`src/rtl/game_ctrl_fsm_param.sv`:
```
`default_nettype none
// ============================================================================
// Module : game_ctrl_fsm_param
// Brief  : Synchronises, debounces and edge-detects NUM_BTN push-buttons and
//          drives the IDLE/PLAY/PAUSE/OVER game state machine.
// Rev    : 1.0  initial release
// ============================================================================
module game_ctrl_fsm_param #(
  parameter int NUM_BTN     = 4,
  parameter int SYNC_STAGES = 2,
  parameter int DB_CYCLES   = 16,
  parameter int OVER_HOLD   = 64
) (
  input  logic               clk,
  input  logic               reset,
  input  logic [NUM_BTN-1:0] rawButton,
  input  logic               GO,
  output logic [NUM_BTN-1:0] btnLevel,
  output logic [NUM_BTN-1:0] btnPress,
  output logic [2:0]         outputState,
  output logic               playing
);

  localparam int                  c_DB_W      = $clog2(DB_CYCLES + 1);
  localparam logic [c_DB_W-1:0]   c_DB_LAST   = c_DB_W'(DB_CYCLES - 1);
  localparam int                  c_HOLD_W    = (OVER_HOLD > 0) ? $clog2(OVER_HOLD + 1) : 1;
  localparam logic [c_HOLD_W-1:0] c_HOLD_LAST = (OVER_HOLD > 0) ? c_HOLD_W'(OVER_HOLD - 1) : '0;

  typedef enum logic [2:0] {
    IDLE  = 3'd0,
    PLAY  = 3'd1,
    PAUSE = 3'd2,
    OVER  = 3'd3
  } state_t;

  // State kept as a plain vector so the illegal codes 4..7 remain representable.
  logic [2:0]          r_state;
  logic [2:0]          w_next;
  logic [c_HOLD_W-1:0] r_hold;
  logic                w_hold_done;

  genvar gi;
  generate
    for (gi = 0; gi < NUM_BTN; gi++) begin : g_btn
      logic [SYNC_STAGES-1:0] r_sync;
      logic [c_DB_W-1:0]      r_cnt;
      logic                   r_lvl;
      logic                   r_press;
      logic                   w_s;

      assign w_s          = r_sync[SYNC_STAGES-1];
      assign btnLevel[gi] = r_lvl;
      assign btnPress[gi] = r_press;

      always_ff @(posedge clk or posedge reset) begin
        if (reset) begin
          r_sync  <= '0;
          r_cnt   <= '0;
          r_lvl   <= 1'b0;
          r_press <= 1'b0;
        end else begin
          r_sync  <= {r_sync[SYNC_STAGES-2:0], rawButton[gi]};
          r_press <= 1'b0;
          if (w_s == r_lvl) begin
            r_cnt <= '0;
          end else if (r_cnt == c_DB_LAST) begin
            // Level accepted: a rising acceptance doubles as the press pulse.
            r_lvl   <= w_s;
            r_press <= w_s;
            r_cnt   <= '0;
          end else begin
            r_cnt <= r_cnt + 1'b1;
          end
        end
      end
    end
  endgenerate

  assign w_hold_done = (OVER_HOLD != 0) && (r_hold == c_HOLD_LAST);

  always_ff @(posedge clk or posedge reset) begin
    if (reset) begin
      r_state <= IDLE;
    end else begin
      r_state <= w_next;
    end
  end

  always_comb begin
    w_next = r_state;
    case (r_state)
      IDLE:    if (btnPress[0]) w_next = PLAY;
      PLAY: begin
        if (GO)               w_next = OVER;
        else if (btnPress[1]) w_next = PAUSE;
      end
      PAUSE:   if (btnPress[0] || btnPress[1]) w_next = PLAY;
      OVER:    if (btnPress[0] || w_hold_done) w_next = IDLE;
      default: w_next = IDLE;
    endcase
  end

  // Counts cycles already spent in OVER; zero on every entry.
  always_ff @(posedge clk or posedge reset) begin
    if (reset) begin
      r_hold <= '0;
    end else if (r_state == OVER && w_next == OVER) begin
      r_hold <= r_hold + 1'b1;
    end else begin
      r_hold <= '0;
    end
  end

  assign outputState = r_state;
  assign playing     = (r_state == PLAY);

endmodule
`default_nettype wire

```
`config.mk`:
```
export PLATFORM = sky130hd
export DESIGN_NAME = game_ctrl_fsm_param
export DESIGN_NICKNAME = d
export VERILOG_FILES = /design/src/rtl/game_ctrl_fsm_param.sv
export SDC_FILE = /design/constraint.sdc
export NUM_CORES = 1
export LEC_CHECK = 0
export BUFFER_PORTS_ARGS = -buffer_cell sky130_fd_sc_hd__buf_2
export CAP_MARGIN = 25
export CORE_ASPECT_RATIO = 0.8
export CORE_UTILIZATION = 40
export DETAILED_ROUTE_END_ITERATION = 10
export HOLD_SLACK_MARGIN = 0.05
export PLACE_DENSITY = 0.57
export SLEW_MARGIN = 25
export SYNTH_ARGS = -nofsm -noshare
export SYNTH_HDL_FRONTEND = slang
export SYNTH_SLANG_ARGS = --single-unit
```
`constraint.sdc`:
```
create_clock -name clk -period 4.1 [get_ports clk]
set_clock_uncertainty 0.05 [all_clocks]
set_input_delay 0 -clock clk [delete_from_list [all_inputs] [get_ports clk]]
set_output_delay 0 -clock clk [all_outputs]
set_load 0.01 [all_outputs]
```
==> results of run 1 <==
worst min-delay path, stage by stage:
cell and delay [ns]:
buf_2 0.08, or2_2 0.09, a31oi_1 0.07, o21ai_1 0.14
cell usage in the layout (no fill, tap or decap), types with 3 or more instances in the layout:
cell and n:
dfrtp_1 46, nor2_1 19, buf_2 18, nand3_1 11, xor2_1 8, nand2_1 7
clkbuf_8 6, nand2b_1 5, xnor2_1 5, nor4b_1 5, ha_1 5, dlygate4sd3_1 5
mux2_2 4, a31oi_1 3, o21ai_0 3, and2_1 3, inv_1 3
layout make-up:
cell class,count,area (sq um),area share
tap,60,75.1,0.0346
clock inverter,1,30.0,0.0138
clock buffer,6,82.6,0.0380
multi-input combinational,99,667,0.307
sequential,46,1150,0.530
timing repair buffer,24,148,0.0680
inverter,5,18.8,0.00864
what timing repair did:
action / in CTS / in global routing
endpoints found under the hold margin: 50 / 0
resized for setup: 0 / 0
hold buffers: 5 / 0
power groups by stage:
stage	Combinational, W	Sequential (W)	Clock, W
finish	0.0000410	0.000481	0.000332
global route	0.0000476	0.000483	0.000368
CTS	0.0000424	0.000481	0.000342
detailed placement	0.0000388	0.000489	0
global placement	0.0000372	0.000489	0
floorplan	0.0000283	0.000487	0
final timing paths:
path                                     from                  to  slack (ns)  cells after the start
min                                        GO      outputState[1]        0.09                      4
max in group asynchronous               reset   g_btn[3].r_cnt[1]        3.29                      4
max                         g_btn[1].r_cnt[0]      g_btn[1].r_lvl        2.68                      4
max reg2reg                 g_btn[1].r_cnt[0]      g_btn[1].r_lvl        2.68                      4
min reg2reg                g_btn[1].r_sync[0]  g_btn[1].r_sync[1]        0.30                      0
min in group asynchronous               reset  g_btn[2].r_sync[1]        0.34                      4
routing by layer:
metal | up-vias | global-route usage
li1 | 572 | -
met1 | 558 | 0.160
met2 | 16 | 0.196
met3 | 5 | 0.0391
met4 | 0 | 0.0545
met5 | - | 0
stage by stage:
step                hold slack, ns  cell area (sq um)  setup slack [ns]  total power, W   util
finish                      0.0857               2170              2.68        0.000854  0.475
CTS                         0.0711               2170              2.67        0.000865  0.475
global route                0.0733               2170              2.55        0.000899  0.475
global placement            0.0583               2010              2.73        0.000526  0.440
detailed placement          0.0593               2010              2.69        0.000528  0.440
floorplan                  -0.0186               1900              2.78        0.000515      -
registers in the layout, indices dropped and copies added, names as in the netlist:
signal         cells
g_btn.r_cnt       20
g_btn.r_sync       8
r_hold             7
g_btn.r_lvl        4
g_btn.r_press      4
outputState        3
cell families (layout without fill, tap and decap cells):
family	after synthesis	after routing	synth area share
DFF	46	46	0.607
buffers and inverters	13	36	0.0416
AOI/OAI and AO/OA	13	13	0.0508
muxes	4	4	0.0237
and+or+nand+nor	63	63	0.182
xor gates and xnor gates	13	13	0.0600
other	1	1	0.00198
adders and majority gates	5	5	0.0330
==> results.cfg, run 1 <==
[global_routing]
track_usage = 0.125
grt_max_degree = 47
grt-ovfl-total = 0
grt_pass1_wl_mm = 4.79
grt_pass1_vias = 1117
antenna_found_initial = 0

[timing]
slew_violations = 0
grt_setup_unrepaired = false
setup-violations-final = 0
fmax_mhz = 706
min_period_ns = 1.42
fin_crit_sh = 0.345
slew_headroom = 0.633
final_hold_viol_count = 0
tns_ns = 0
worst_pin_slew_ns = 0.550

[worst_setup_path]
crit_buf_inv = 0
worstPathRequired_ns = 4.23
startpoint_type = register
worstSetupPathType = register to register
crit_fanout = 4
critPathCaptureType = register
path_cells = ha_1, nand3_1, nor2_1, mux2_2
crit_family = flip-flops
cp.arrival_ns = 1.54
crit_slowest_cell = dfrtp_1
critPathMaxStageDelay_ns = 0.39

[cts]
clock_latency_ns = 0.29
post_cts.repair.setup_buffers = 0
clk_pin_slew_worst_paths_ns = 0.08
root_buffer = clkbuf_8
clock-sinks = 46
h-tree-depth = 2
cts_tree = built
clock_path_buffers = 2
numCtsBuffers = 5

[layout]
final_cells = 241
antenna_cells = 0
n_fill_cell = 448
num-nets-final = 193
area_growth_pct = 14.5
drive_gt1_frac = 0.193

[placed_design]
dp_hpwl_mm = 1.94
port-buffer-count = 18
numPlacedInstances = 229
gp_congestion = 0.739

[worst_hold_path]
hold_class = primary input to register

[logic_synthesis]
synthArstFlopShare = 1.00
synth_flop_cell = dfrtp_1
yosys.cell_types.count = 33
yosys-top-cells-area = dfrtp_1, nor2_1, xor2_1, ha_1, buf_4
synth-edff-count = 0
postSynthAreaPerCell_sq_um = 12.0
yosys.area.top_type = dfrtp_1
ys_seq_area_frac = 0.607
synth_nets = 170
netlist_area_sq_um = 1900
syn_inst = 158
synth-seq-cells = 46
netlist.area_leader.share = 0.607
yosys-top-cells-count = dfrtp_1, nor2_1, nand3_1, buf_4, xor2_1
ys_warn_count = 0
synth.most_common_cell = dfrtp_1

[routing]
drt_pass1_iterations = 6
drt-initial-drc-count = 50
drt_wl_total_mm = 2.74
antenna_left = 0
topRoutingLayerUsed = met4
wl_met2_mm = 1.30
drcViolationCount = 0
via_count = 1151
routedWlPerCell_microns = 11.3
vias_per_cell = 4.78
m1WireLength_mm = 1.30
wl_met3_microns = 92

[power_and_ir_drop]
p_comb_frac = 0.048
internal_power_w = 0.000683
p_sw_w = 0.000171
clkPwrFrac = 0.389
ir_drop_mv = 0.214
switching_share = 0.200
seqPwrFrac = 0.563
power.density_nw_per_um2 = 393
leakagePower_nw = 1.03

[flow_run]
cap_violations = 0

[floorplan]
rows = 22
die_h_microns = 63.6
die_area_sq_um = 5020
die_w_microns = 79.0
pin_count = 19
coreArea_sq_um = 4570
initial_utilization = 0.415

[run_status]
outcome = complete, no violations
(Power assumes the default switching activity.)
==> run 2: changes to the inputs <==
--- a/config.mk
+++ b/config.mk
@@ -5,6 +5,7 @@
 export SDC_FILE = /design/constraint.sdc
 export NUM_CORES = 1
 export LEC_CHECK = 0
+export ABC_AREA = 1
 export BUFFER_PORTS_ARGS = -buffer_cell sky130_fd_sc_hd__buf_2
 export CAP_MARGIN = 25
 export CORE_ASPECT_RATIO = 0.8
==> constraint.sdc (replaced) <==
create_clock -name clk -period 1.4 [get_ports clk]
set_clock_uncertainty 0.05 [all_clocks]
set_input_delay 0 -clock clk [delete_from_list [all_inputs] [get_ports clk]]
set_output_delay 0 -clock clk [all_outputs]
set_load 0.01 [all_outputs]
==> run 2 against run 1 <==
Critical path depth rose by 2. Synthesized area rose by 0.59%. Total power rose to 2.7 times the previous value. First-iteration DRC count rose by 48%. Final area rose by 1.3%. Wire length rose by 1.1%. Die area rose by 0.58%. Clock power rose by 140%. Synthesized cell count rose by 20%. Core utilization rose by 0.31 points. Via count rose by 5.6%. Critical endpoint is now outputState[0].
==> results.cfg, run 2 <==
[global_routing]
grt_max_degree = 47
grt-ovfl-total = 0
antenna_found_initial = 0
track_usage = 0.133
grt_pass1_vias = 1161
grt_pass1_wl_mm = 5.13

[logic_synthesis]
yosys-top-cells-area = dfrtp_1, nor2_1, nand2_1, inv_1, ha_1
synth-edff-count = 0
synthArstFlopShare = 1.00
synth.most_common_cell = dfrtp_1
ys_seq_area_frac = 0.603
netlist_area_sq_um = 1910
synth_nets = 201
synth-seq-cells = 46
yosys-top-cells-count = dfrtp_1, nor2_1, nand2_1, inv_1, nand3_1
postSynthAreaPerCell_sq_um = 10.1
netlist.area_leader.share = 0.603
syn_inst = 189
yosys.cell_types.count = 20
synth_flop_cell = dfrtp_1
yosys.area.top_type = dfrtp_1
ys_warn_count = 0

[timing]
tns_ns = 0
slew_violations = 0
setup-violations-final = 0
fmax_mhz = 774
setup_ws_ns = 0.108
fin_crit_sh = 0.923
final_hold_viol_count = 0
min_period_ns = 1.29
grt_setup_unrepaired = false

[cts]
cts_resized = 0
cts_tree = built
clock-sinks = 46
clock_latency_ns = 0.29
h-tree-depth = 2
numCtsBuffers = 5
root_buffer = clkbuf_8
clock_path_buffers = 2
clk_pin_slew_worst_paths_ns = 0.08

[layout]
regMostFlops = g_btn.r_cnt
multiInputGateArea_sq_um = 626
antenna_cells = 0
drive_gt1_frac = 0.162
area_growth_pct = 15.3
largestRegisters = g_btn.r_cnt: 20 flops, g_btn.r_sync: 8 flops, r_hold: 7 flops
regArea_sq_um = 1150
n_fill_cell = 437
mostFrequentLayoutCell = dfrtp_1
final_cells = 276
num-nets-final = 227
largest_reg_flops = 20
final_util = 0.478
final_cell_area_sq_um = 2200
layout_common_cells = dfrtp_1, nor2_1, nand2_1

[placed_design]
post_dp_cell_area_sq_um = 2050
port-buffer-count = 18
dp_slack_ns = 0.116
gp_congestion = 0.684
dp_hpwl_mm = 1.86
numPlacedInstances = 262

[flow_run]
cap_violations = 0

[floorplan]
die_h_microns = 63.8
rows = 22
initial_utilization = 0.415
die_area_sq_um = 5050
pin_count = 19
die_w_microns = 79.2
coreArea_sq_um = 4600

[worst_setup_path]
cp.arrival_ns = 1.41
startpoint_type = register
crit_fanout = 9
critPathCaptureType = register
worstSetupPathType = register to register
worstPathRequired_ns = 1.52

[routing]
vias_per_cell = 4.41
routedWlPerCell_microns = 10.0
drt_pass1_iterations = 4
drt_wl_total_mm = 2.76
drt-initial-drc-count = 74
via_count = 1216
antenna_left = 0
drcViolationCount = 0

[power_and_ir_drop]
power.density_nw_per_um2 = 1060
ir_drop_mv = 0.600
leakagePower_nw = 1.06

[worst_hold_path]
hold_class = primary input to async pin

[run_status]
outcome = complete, no violations
-- run 2: cell types whose count changed in the layout (fill, tap and decap cells not counted), sizes merged, moves of 3 or more --
| cell | delta |
|---|---|
| and2 | -3 |
| nand3 | +4 |
| nor2 | +16 |
| nor3b | +3 |
| nand2 | +22 |
| nor4b | -5 |
| nor3 | +5 |
| a31oi | -3 |
| mux2 | -4 |
| inv | +15 |
-- run 2: area by class of cell --
class / instances / area share
clock buffers: 7 / 0.0392
clock inverters: 1 / 0.00228
inverters: 19 / 0.0324
multi-input cells: 116 / 0.284
flip-flops and latches: 46 / 0.523
well taps: 60 / 0.0341
repair buffers: 27 / 0.0842
-- run 2: path summary, 6_finish.rpt --
path	depth (start not counted)	end	slack [ns]	from
worst min-delay path	4	g_btn[2].r_cnt[4]	0.23	reset
worst min register to register	0	g_btn[2].r_sync[1]	0.30	g_btn[2].r_sync[0]
worst max-delay path	6	outputState[0]	0.11	r_hold[0]
min in group clk	2	g_btn[3].r_sync[0]	0.30	rawButton[3]
max in group asynchronous	4	outputState[2]	0.86	reset
worst max register to register	6	outputState[0]	0.11	r_hold[0]
-- run 2: critical path, stage by stage (launching register included) --
cell and delay [ns]:
dfrtp_1 0.41, ha_1 0.22, nand2_1 0.08, nor2_2 0.12, nand3_2 0.09, nand2_4 0.13
nand3_2 0.06
-- run 2: cells by family after synthesis --
kind of cell,synth area share
compound gates,0.0144
xor+xnor,0.0505
fa+ha+maj,0.0328
buf+inv,0.0689
flops,0.603
other cells,0.00197
simple gates,0.228
-- run 2: routing by layer --
layer | up-vias | part of all wire | global-route usage
met5 | - | 0 | 0
met4 | 0 | 0.015 | 0.0614
met3 | 5 | 0.030 | 0.0429
met2 | 13 | 0.43 | 0.190
met1 | 564 | 0.53 | 0.185
li1 | 634 | - | -
-- run 2: per-stage QoR --
| step | power [W] | hold WS [ns] |
|---|---|---|
| 3_5_place_dp | 0.00153 | 0.00351 |
| 2_1_floorplan | 0.00149 | -0.0186 |
| 6_report | 0.00233 | 0.225 |
| 5_1_grt | 0.00245 | 0.267 |
| 4_1_cts | 0.00236 | 0.234 |
| 3_3_place_gp | 0.00153 | 0.00117 |
-- run 2: power by group --
part	internal (W)	switching [W]
combinational	0.0000567	0.0000654
clock	0.000398	0.000411
sequential	0.00137	0.0000262
-- run 2: what timing repair did --
action | in CTS | in global routing
hold buffers | 6 | 0
setup endpoints to repair | 0 | 0
buffers inserted | 0 | 0
hold endpoints to repair | 52 | 0
==> run 3: changes to the inputs <==
--- a/config.mk
+++ b/config.mk
@@ -13,6 +13,7 @@
 export DETAILED_ROUTE_END_ITERATION = 10
 export HOLD_SLACK_MARGIN = 0.05
 export PLACE_DENSITY = 0.57
+export SETUP_SLACK_MARGIN = 0.3
 export SLEW_MARGIN = 25
 export SYNTH_ARGS = -nofsm -noshare
 export SYNTH_HDL_FRONTEND = slang
==> run 3 against run 2 <==
Sequential power about the same. Highest routed layer unchanged. Core utilization grew 8.0 points. Combinational power grew 56%. Final area rose by 17%. Die area unchanged. Fmax increased by 9.3%. Count of clock-buffer cells in the layout is 1 higher. Critical endpoint is now r_hold[2]. Cell count rose by 6.5%. Critical path type unchanged. Total power rose by 7.6%.
==> results.cfg, run 3 (synthesis gave the netlist of run 2 again) <==
[run_status]
outcome = complete, no violations

[routing]
wl_met2_mm = 1.66
drt_pass1_iterations = 4
topRoutingLayerUsed = met4
drt_wl_total_mm = 3.37
via_count = 1329
routedWlPerCell_microns = 11.5
m1WireLength_mm = 1.58
vias_per_cell = 4.52
antenna_left = 0
wl_met3_microns = 76
drt-initial-drc-count = 56
drcViolationCount = 0

[layout]
n_fill_cell = 400
regMostFlops = g_btn.r_cnt
final_cell_area_sq_um = 2570
antenna_cells = 0
largestRegisters = g_btn.r_cnt: 20 flops, g_btn.r_sync: 8 flops, r_hold: 7 flops
area_growth_pct = 34.6
multiInputGateArea_sq_um = 841
regArea_sq_um = 1150
largest_reg_flops = 20
drive_gt1_frac = 0.415
num-nets-final = 245
mostFrequentLayoutCell = dfrtp_1
layout_common_cells = dfrtp_1, nor2_1, inv_1, buf_2, buf_4

[global_routing]
grt_pass1_wl_mm = 5.62
grt_max_degree = 27
grt-ovfl-total = 0
grt_pass1_vias = 1284
antenna_found_initial = 0
track_usage = 0.146

[timing]
setup_ws_ns = 0.219
grt_setup_unrepaired = true
fin_crit_sh = 0.844
min_period_ns = 1.18
setup-violations-final = 0
tns_ns = 0
slew_violations = 0
holdWs_ns = 0.211
fmax_mhz = 846
final_hold_viol_count = 0

[power_and_ir_drop]
p_total_w = 0.00250
ir_drop_mv = 0.837
leakagePower_nw = 1.21
power.density_nw_per_um2 = 974

[worst_setup_path]
crit_family = simple AND/OR/NAND/NOR gates
critPathCaptureType = register
startpoint_type = register
path_cells = nor3_2, nand2_4, nor2_1
worstPathRequired_ns = 1.58
cp.arrival_ns = 1.36
critPathMaxStageDelay_ns = 0.44
crit_fanout = 5
worstSetupPathType = register to register
crit_buf_inv = 0
crit_slowest_cell = dfrtp_1

[cts]
clock_path_buffers = 2
h-tree-depth = 2
cts_tree = built
clock_latency_ns = 0.29
clock-sinks = 46
numCtsBuffers = 5
root_buffer = clkbuf_8
clk_pin_slew_worst_paths_ns = 0.08

[floorplan]
pin_count = 19
rows = 22
initial_utilization = 0.415
die_w_microns = 79.2
die_h_microns = 63.8
die_area_sq_um = 5050
coreArea_sq_um = 4600

[placed_design]
dp_slack_ns = 0.137
dp_hpwl_mm = 2.00
port-buffer-count = 18
gp_congestion = 0.712
post_dp_cell_area_sq_um = 2060

[flow_run]
cap_violations = 0

[worst_hold_path]
hold_class = primary input to async pin
run 3: metrics by stage:
| step | utilization | cells |
|---|---|---|
| after detailed placement | 0.449 | 263 |
| after global routing | 0.559 | 294 |
| after CTS | 0.520 | 287 |
| after global placement | 0.449 | 263 |
| final | 0.559 | 294 |
| after floorplan | - | 189 |
run 3: what timing repair did:
item / CTS / global route
endpoints found under the setup margin: 28 / 33
pin swaps: 19 / 18
hold buffers: 6 / 0
gates resized for setup: 26 / 28
hold endpoints to repair: 52 / 0
gates cloned: 1 / 0
buffers inserted: 9 / 7
run 3: tightest hold or removal path, delay by kind of cell:
kind	cells	cell delay (ns)
buffers and inverters	3	0.98
run 3: final timing paths:
check                                   startpoint                  to  slack, ns  cells past startpoint
worst max-delay path              g_btn[0].r_press           r_hold[2]       0.22                      3
worst min-delay path                         reset   g_btn[2].r_cnt[2]       0.21                      3
worst max register to register    g_btn[0].r_press           r_hold[2]       0.22                      3
worst min register to register  g_btn[3].r_sync[0]  g_btn[3].r_sync[1]       0.30                      0
max in group asynchronous                    reset   g_btn[1].r_cnt[2]       0.62                      4
min in group clk                      rawButton[1]  g_btn[1].r_sync[0]       0.29                      2
run 3: routing by layer:
layer / vias to the layer above / track usage
li1: 672 / -
met1: 635 / 0.202
met2: 15 / 0.218
met3: 7 / 0.0386
met4: 0 / 0.0614
met5: - / 0
run 3: power by group:
group          internal (W)  switching (W)
clock network      0.000498       0.000416
logic              0.000101      0.0000896
registers           0.00137      0.0000302
total               0.00197       0.000536
run 3: cell type report:
cell class / count / share of cell area
clock buffers: 8 / 0.0429
inverters: 19 / 0.0292
multi-input cells: 117 / 0.327
flip-flops and latches: 46 / 0.448
well taps: 60 / 0.0292
repair buffers: 44 / 0.123
